$ cat config.mk
export PLATFORM = sky130hd
export DESIGN_NAME = counter_sweep_ctrl
export DESIGN_NICKNAME = d
export VERILOG_FILES = /design/src/rtl/counter_sweep_ctrl.sv
export SDC_FILE = /design/constraint.sdc
export NUM_CORES = 1
export LEC_CHECK = 0
export CAP_MARGIN = 20
export CORE_MARGIN = 2
export CORE_UTILIZATION = 42
export DETAILED_ROUTE_END_ITERATION = 8
export GPL_ROUTABILITY_DRIVEN = 1
export GPL_TIMING_DRIVEN = 0
export PLACE_DENSITY_LB_ADDON = 0.05
export SETUP_SLACK_MARGIN = 0.02
export SLEW_MARGIN = 30
export SYNTH_ARGS = -nofsm -noshare
export SYNTH_HDL_FRONTEND = slang
export SYNTH_SLANG_ARGS = --single-unit
export TNS_END_PERCENT = 50
$ cat constraint.sdc
create_clock -name clk -period 2.16 [get_ports clk]
set_input_delay 0.324 -clock clk [delete_from_list [all_inputs] [get_ports clk]]
set_output_delay 0.324 -clock clk [all_outputs]
set_load 0.02 [all_outputs]
$ cat src/rtl/counter_sweep_ctrl.sv
// counter_sweep_ctrl: drives an external counter through repeated 0..limit..0 sweeps (optional overflow check: SWEEP_OVF_CHECK_EN)
module counter_sweep_ctrl #(
  parameter int N = 8,
  parameter int W = 4
) (
  input  logic         clk,
  input  logic         rst_n,
  input  logic         start,
  input  logic [N-1:0] limit,
  input  logic [W-1:0] sweeps,
  input  logic         hold,
  input  logic         abort,
  input  logic [N-1:0] cnt_value,
  input  logic         cnt_overflow,
  output logic         cnt_en,
  output logic         cnt_clr,
  output logic         cnt_dir,
  output logic         busy,
  output logic         done,
  output logic [W-1:0] sweeps_left,
  output logic         err
);
  typedef enum logic [2:0] {IDLE, CLEAR, UP, DOWN, DONE} state_t;
  state_t state, state_d;
  logic [N-1:0] limit_q;
  logic [W-1:0] sl_d;
  logic load, ovf;
  assign load = state == IDLE && start && sweeps != '0;
`ifdef SWEEP_OVF_CHECK_EN
  assign ovf = busy && cnt_overflow;
  // sticky overflow error, cleared by the next accepted start
  always_ff @(posedge clk)
    if (!rst_n) err <= 1'b0;
    else if (load) err <= 1'b0;
    else if (ovf) err <= 1'b1;
`else
  logic unused_ovf;
  assign unused_ovf = cnt_overflow;
  assign ovf = 1'b0;
  assign err = 1'b0;
`endif
  // next state, counter controls and status; abort outranks overflow, which outranks hold
  always_comb begin
    state_d = state;
    sl_d = sweeps_left;
    cnt_en = 1'b0;
    cnt_clr = 1'b0;
    cnt_dir = 1'b1;
    busy = 1'b0;
    done = 1'b0;
    case (state)
      IDLE: state_d = start ? (sweeps != '0 ? CLEAR : DONE) : IDLE;
      CLEAR: begin
        busy = 1'b1;
        cnt_clr = !abort;
        state_d = UP;
      end
      UP: begin
        busy = 1'b1;
        cnt_en = !abort && !hold && cnt_value != limit_q;
        state_d = (!hold && cnt_value == limit_q) ? DOWN : UP;
      end
      DOWN: begin
        busy = 1'b1;
        cnt_dir = 1'b0;
        cnt_en = !abort && !hold && cnt_value != '0;
        if (!hold && cnt_value == '0) begin
          sl_d = sweeps_left - W'(1);
          state_d = sweeps_left == W'(1) ? DONE : UP;
        end
      end
      DONE: begin
        done = 1'b1;
        state_d = IDLE;
      end
      default: state_d = IDLE;
    endcase
    if (ovf) begin
      state_d = DONE;
      sl_d = sweeps_left;
    end
    if (busy && abort) begin
      state_d = IDLE;
      sl_d = sweeps_left;
    end
  end
  // state, captured limit and remaining sweep count
  always_ff @(posedge clk)
    if (!rst_n) begin
      state <= IDLE;
      limit_q <= '0;
      sweeps_left <= '0;
    end else begin
      state <= state_d;
      sweeps_left <= load ? sweeps : sl_d;
      if (load) limit_q <= limit;
    end
endmodule

======== Yosys cells after proc, flatten, opt, wreduce, memory -nomap -nowiden ========
Cells that the tools add are included.
storage, ports and cells
  word-level logic and storage cells ...... 48
  output and inout bits ................... 10
  bits in registers ....................... 15
cells by class
  reduce and logical (&&, ||, !) cells .... 19
  bitwise gates (word level) .............. 1
  equal/unequal tests ..................... 9
  mux-type cells .......................... 15
  $add $sub $neg .......................... 1
operators with widths
  cell                                                                 count
  4-bit 2-to-1 mux                                                     4
  3-bit 2-to-1 mux                                                     4
  3-bit one-hot mux with 4 select lines                                1
  8-bit == test                                                        1
  1-bit logical AND                                                    8
  8-bit zero test                                                      1
  8-bit inequality test                                                1
  8-bit nonzero test                                                   1
  3-bit by 2-bit == test with 1-bit output (second input constant)     2
  1-bit 2-to-1 mux                                                     5
  4-bit by 1-bit == test with 1-bit output (second input constant)     1
  2-bit inequality test (second input constant)                        2
  2-bit nonzero test                                                   2
  4-bit nonzero test                                                   1
  4-bit by 1-bit subtractor with 4-bit output (second input constant)  1
  3-bit by 1-bit == test with 1-bit output (second input constant)     1
  3-bit == test (second input constant)                                1
  3-bit zero test                                                      1
  3-bit AND reduction                                                  1
  3-bit OR reduction                                                   1
  1-bit zero test                                                      2
  1-bit one-hot mux with 2 select lines                                1
  2-bit OR reduction                                                   1
  1-bit NOT                                                            1

======== Longest topological paths before layout ========
  word-level depth ........................ 6
  gate-level depth with buffers ........... 6
  mapped depth without buffers ............ 5

======== Least setup slack after synthesis ========
No wires, ideal clock.
  kind .................................... reg-to-output
  from .................................... reg state[1]
  to ...................................... out cnt_en
  data required time ...................... 1.836 ns
  cell stages (with the launch flop) ...... 5
  slack ................................... 0.584 ns
  arrival ................................. 1.252 ns
  cell sequence ........................... dfxtp_1 > nand2_1 > nor2_1 > a21oi_1 > nor3_1
on the way
  longest elaborated chain between the ends .. 2
RTL lines
  what                                       line  RTL
  start, declared                            24    state_t state, state_d;
  start signal, assigned                     94    state <= state_d;
  3-bit by 2-bit == test with 1-bit output   51    case (state)
  1-bit one-hot mux with 2 select lines (*)  51
  end, declared                              15    output logic cnt_en,
Every way passes the cells marked *; elsewhere a longest branch is shown, timed or not.

======== Worst setup path after layout ========
  from .................................... in abort
  to ...................................... out cnt_clr
on the way
  longest elaborated chain between the ends .. 2
RTL lines
  what              line  RTL
  start, declared   12    input logic abort,
  1-bit zero test   55    cnt_clr = !abort;
  1-bit 2-to-1 mux  51
  end, declared     16    output logic cnt_clr,
Every way passes these cells.

==> run_results.csv <==
group,metric,value,unit
critical_path,path_max_fanout,4,
placement,gp_congestion,0.767,
finish,instances_no_fill,178,
logic_synthesis,ys_types,34,
finish,area_growth,46.2,%
placement,hpwlAfterDp,1730,microns
global_route,grt-busiest-layer,"met2",
global_route,groute.usage.overall,19.1,%
critical_path,cp_slowest_cell,"clkdlybuf4s50_1",
finish,drive_above_1_share,14.6,%
floorplanning,ios,36,
global_route,antenna_found_initial,0,
pwr,p_sw_share,34.7,%
placement,port_buffers,33,
logic_synthesis,syn_inst,112,
global_route,globalRouteOverflowTotal,0,
critical_path,cp-start-kind,"primary input",
logic_synthesis,synthMuxAreaShare,1.09,%
global_route,grt_pass1_wl,3840,microns
pwr,ir_drop,0.354,mV
timing,tns,0,ns
cts,clkLatencyLatePin,0.28,ns
detailed_routing,drt_iter0_markers,23,
hold_path,hp-class,"reg2reg",
global_route,met1_usage,25.0,%
detailed_routing,wl_per_cell,12.9,microns
logic_synthesis,ys_warn_count,0,
cts,clock-sinks,15,
timing,skew,0.00249,ns
floorplanning,die_w,50.7,microns
logic_synthesis,ys_seq_elements,15,
critical_path,path_cells,"clkdlybuf4s50_1 > nor4b_1 > clkdlybuf4s50_1",
critical_path,cp_common_cell,"clkdlybuf4s50_1",
pwr,p_int,0.000525,W
timing,final_max_slew_viol_count,0,
critical_path,cp_data_arrival_time,1.81,ns
timing,finalSetupViolCount,0,
pwr,pwr-share-seq,41.9,%
logic_synthesis,yosysTopAreaCell,"dfxtp_1",
pwr,power_frac_comb,37.0,%
run_status,status,"completed",
detailed_routing,antenna_left,0,
cts,cts_tree,"built",
detailed_routing,drt-total-wl,2290,microns
logic_synthesis,ys_top_cells_by_area,"dfxtp_1, nand2_1, xor2_1",
pwr,clockPowerShare,21.1,%
floorplanning,dieArea,0.00257,sq mm
timing,setup_ws,0.0288,ns
logic_synthesis,ys_seq_area_share,32.8,%
logic_synthesis,avgSynthCellArea,8.18,sq um
cts,cts-hold-fix-buffers,0,
detailed_routing,drt_first_pass_iters,4,
cts,cts_buffer_depth,2,
logic_synthesis,synth_top_family_by_area,"simple AND/OR/NAND/NOR gates",
pwr,powerDensity,600,mW/mm^2
floorplanning,start_util,45.7,%
detailed_routing,vias,917,
cts,cts-root-buf,"clkbuf_4",
logic_synthesis,syn_nets,140,
floorplanning,core_area,0.00200,sq mm
timing,timing.fmax,469,MHz
finish,diodes,0,
logic_synthesis,synthAdderAreaFrac,2.73,%
cts,clkTransAtPathRegs,0.10,ns
global_route,grt_start_max_net_pins,11,
global_route,grt_util_met2,33.1,%
global_route,grt_pass1_vias,874,
logic_synthesis,syn_area,916,sq um
finish,final_util,66.9,%
timing,period_needed,2.13,ns
global_route,met3_usage,2.68,%
placement,dpl_worst_slack,-0.378,ns
floorplanning,dieHeight,50.7,microns
detailed_routing,post_drt_via_cell_ratio,5.15,
cts,htreeDepth,1,
critical_path,max_stage_delay,0.66,ns
pwr,leakagePower,0.529,nW
finish,final_nets,180,
timing,rsz0062_at_grt,"true",
logic_synthesis,synth-simple-area-share,33.5,%
critical_path,endpoint_kind,"primary output",
pwr,p_sw,0.000279,W
cts,cts-buffers-inserted,3,
timing,finalCritPeriodShare,98.7,%
flow_run,cap_viol_max_count,0,
placement,dp.cells,172,
logic_synthesis,synth_compound_area_share,17.6,%
floorplanning,num_rows,16,
critical_path,criticalPathCategory,"in2out",
detailed_routing,remaining_drc_errors,0,
logic_synthesis,synth_top_area_share,32.8,%
timing,hold_viol_final,0,
timing,finalHoldWorstSlack,0.484,ns
critical_path,cp.required,1.84,ns
logic_synthesis,synth_xor_area_share,7.65,%
[cell usage in the layout, fill, tap and decap left out, types with 4 or more instances in the layout]
master           netlist  layout
inv_1                  4       4
nand2_1               26      26
nor2_1                 5       4
nor4_2                 1       4
dfxtp_1               15      15
a21oi_1               13      13
xor2_1                 8       8
clkdlybuf4s50_1        0      30
o21ai_1                4       4
[per-layer routing]
layer	share of wire, %	routed length [microns]	up-vias
li1	-	-	466
met1	44	1010	424
met4	0	0	0
met3	4.7	107	0
met2	51	1170	27
met5	0	0	-
[critical path: cells and delay by family]
family                 cells  cell delay [ns]
AND/OR/NAND/NOR            1             0.31
buffers and inverters      2             1.17
[synthesized netlist by cell type]
cell / number
ha_1: 2
a21oi_1: 13
nor4b_1: 2
nand2b_2: 1
o21ai_0: 2
nor3_1: 3
nor4b_4: 1
nor4_2: 1
and2b_2: 1
a31oi_1: 1
a22oi_1: 1
nand2b_1: 3
a211oi_2: 1
and3_1: 1
conb_1: 1
buf_2: 1
nor4_4: 1
inv_1: 4
buf_4: 1
a31o_1: 1
nor4_1: 3
nand4b_2: 1
dfxtp_1: 15
and2_1: 2
nor2_2: 1
nor2_1: 5
nand3_1: 1
a22oi_4: 1
mux2i_1: 1
o21ai_1: 4
buf_6: 1
xor2_1: 8
a32o_1: 1
nand2_1: 26
[stage by stage]
stage | power (W) | cell area [sq um]
finish | 0.000803 | 1340
global route | 0.000857 | 1340
CTS | 0.000802 | 1330
detailed placement | 0.000631 | 1280
global placement | 0.000623 | 1280
floorplan | 0.000507 | 916
[power by group through the flow]
| stage | Combinational, W | Clock [W] | Sequential, W |
|---|---|---|---|
| final | 0.000298 | 0.000170 | 0.000336 |
| after floorplan | 0.000157 | 0 | 0.000350 |
| after global placement | 0.000282 | 0 | 0.000341 |
| after global routing | 0.000328 | 0.000187 | 0.000341 |
| after detailed placement | 0.000289 | 0 | 0.000342 |
| after CTS | 0.000298 | 0.000168 | 0.000336 |
[cell families after synthesis]
kind of cell	count (synthesis)
DFF	15
buffers and inverters	7
other	1
xor gates and xnor gates	8
and+or+nand+nor	53
muxes	1
adders and majority gates	2
AOI/OAI and AO/OA	25
[state kept, by name, summed over array words and instances (netlist names)]
name         cells
limit_q          8
state            3
sweeps_left      4
[final timing paths]
check | from | end | slack (ns) | cells after the start
worst min-delay path | limit_q[7]$_SDFFE_PN0N_ | limit_q[7]$_SDFFE_PN0N_ | 0.48 | 2
worst max register to register | state[0]$_SDFFE_PP0P_ | sweeps_left[3]$_SDFFE_PN0P_ | 0.34 | 6
worst min register to register | limit_q[7]$_SDFFE_PN0N_ | limit_q[7]$_SDFFE_PN0N_ | 0.48 | 2
worst max-delay path | abort | cnt_clr | 0.03 | 3
[cell type report]
| type | count | area, sq um |
|---|---|---|
| repair buffers | 35 | 342 |
| fillers | 183 | 663 |
| well taps | 27 | 33.8 |
| clock buffers | 4 | 26.3 |
| multi-input cells | 90 | 598 |
| flip-flops and latches | 15 | 300 |
| plain buffers | 3 | 23.8 |
| inverters | 4 | 15.0 |
[repair_timing]
item                                    in CTS  in global routing
buffers inserted                             2                  0
gates resized for setup                      9                  2
gates cloned                                 0                  0
hold endpoints to repair                     0                  0
endpoints found under the setup margin       1                  4
pin swaps                                    2                  2
No activity file was read; power rests on OpenSTA's default activity.
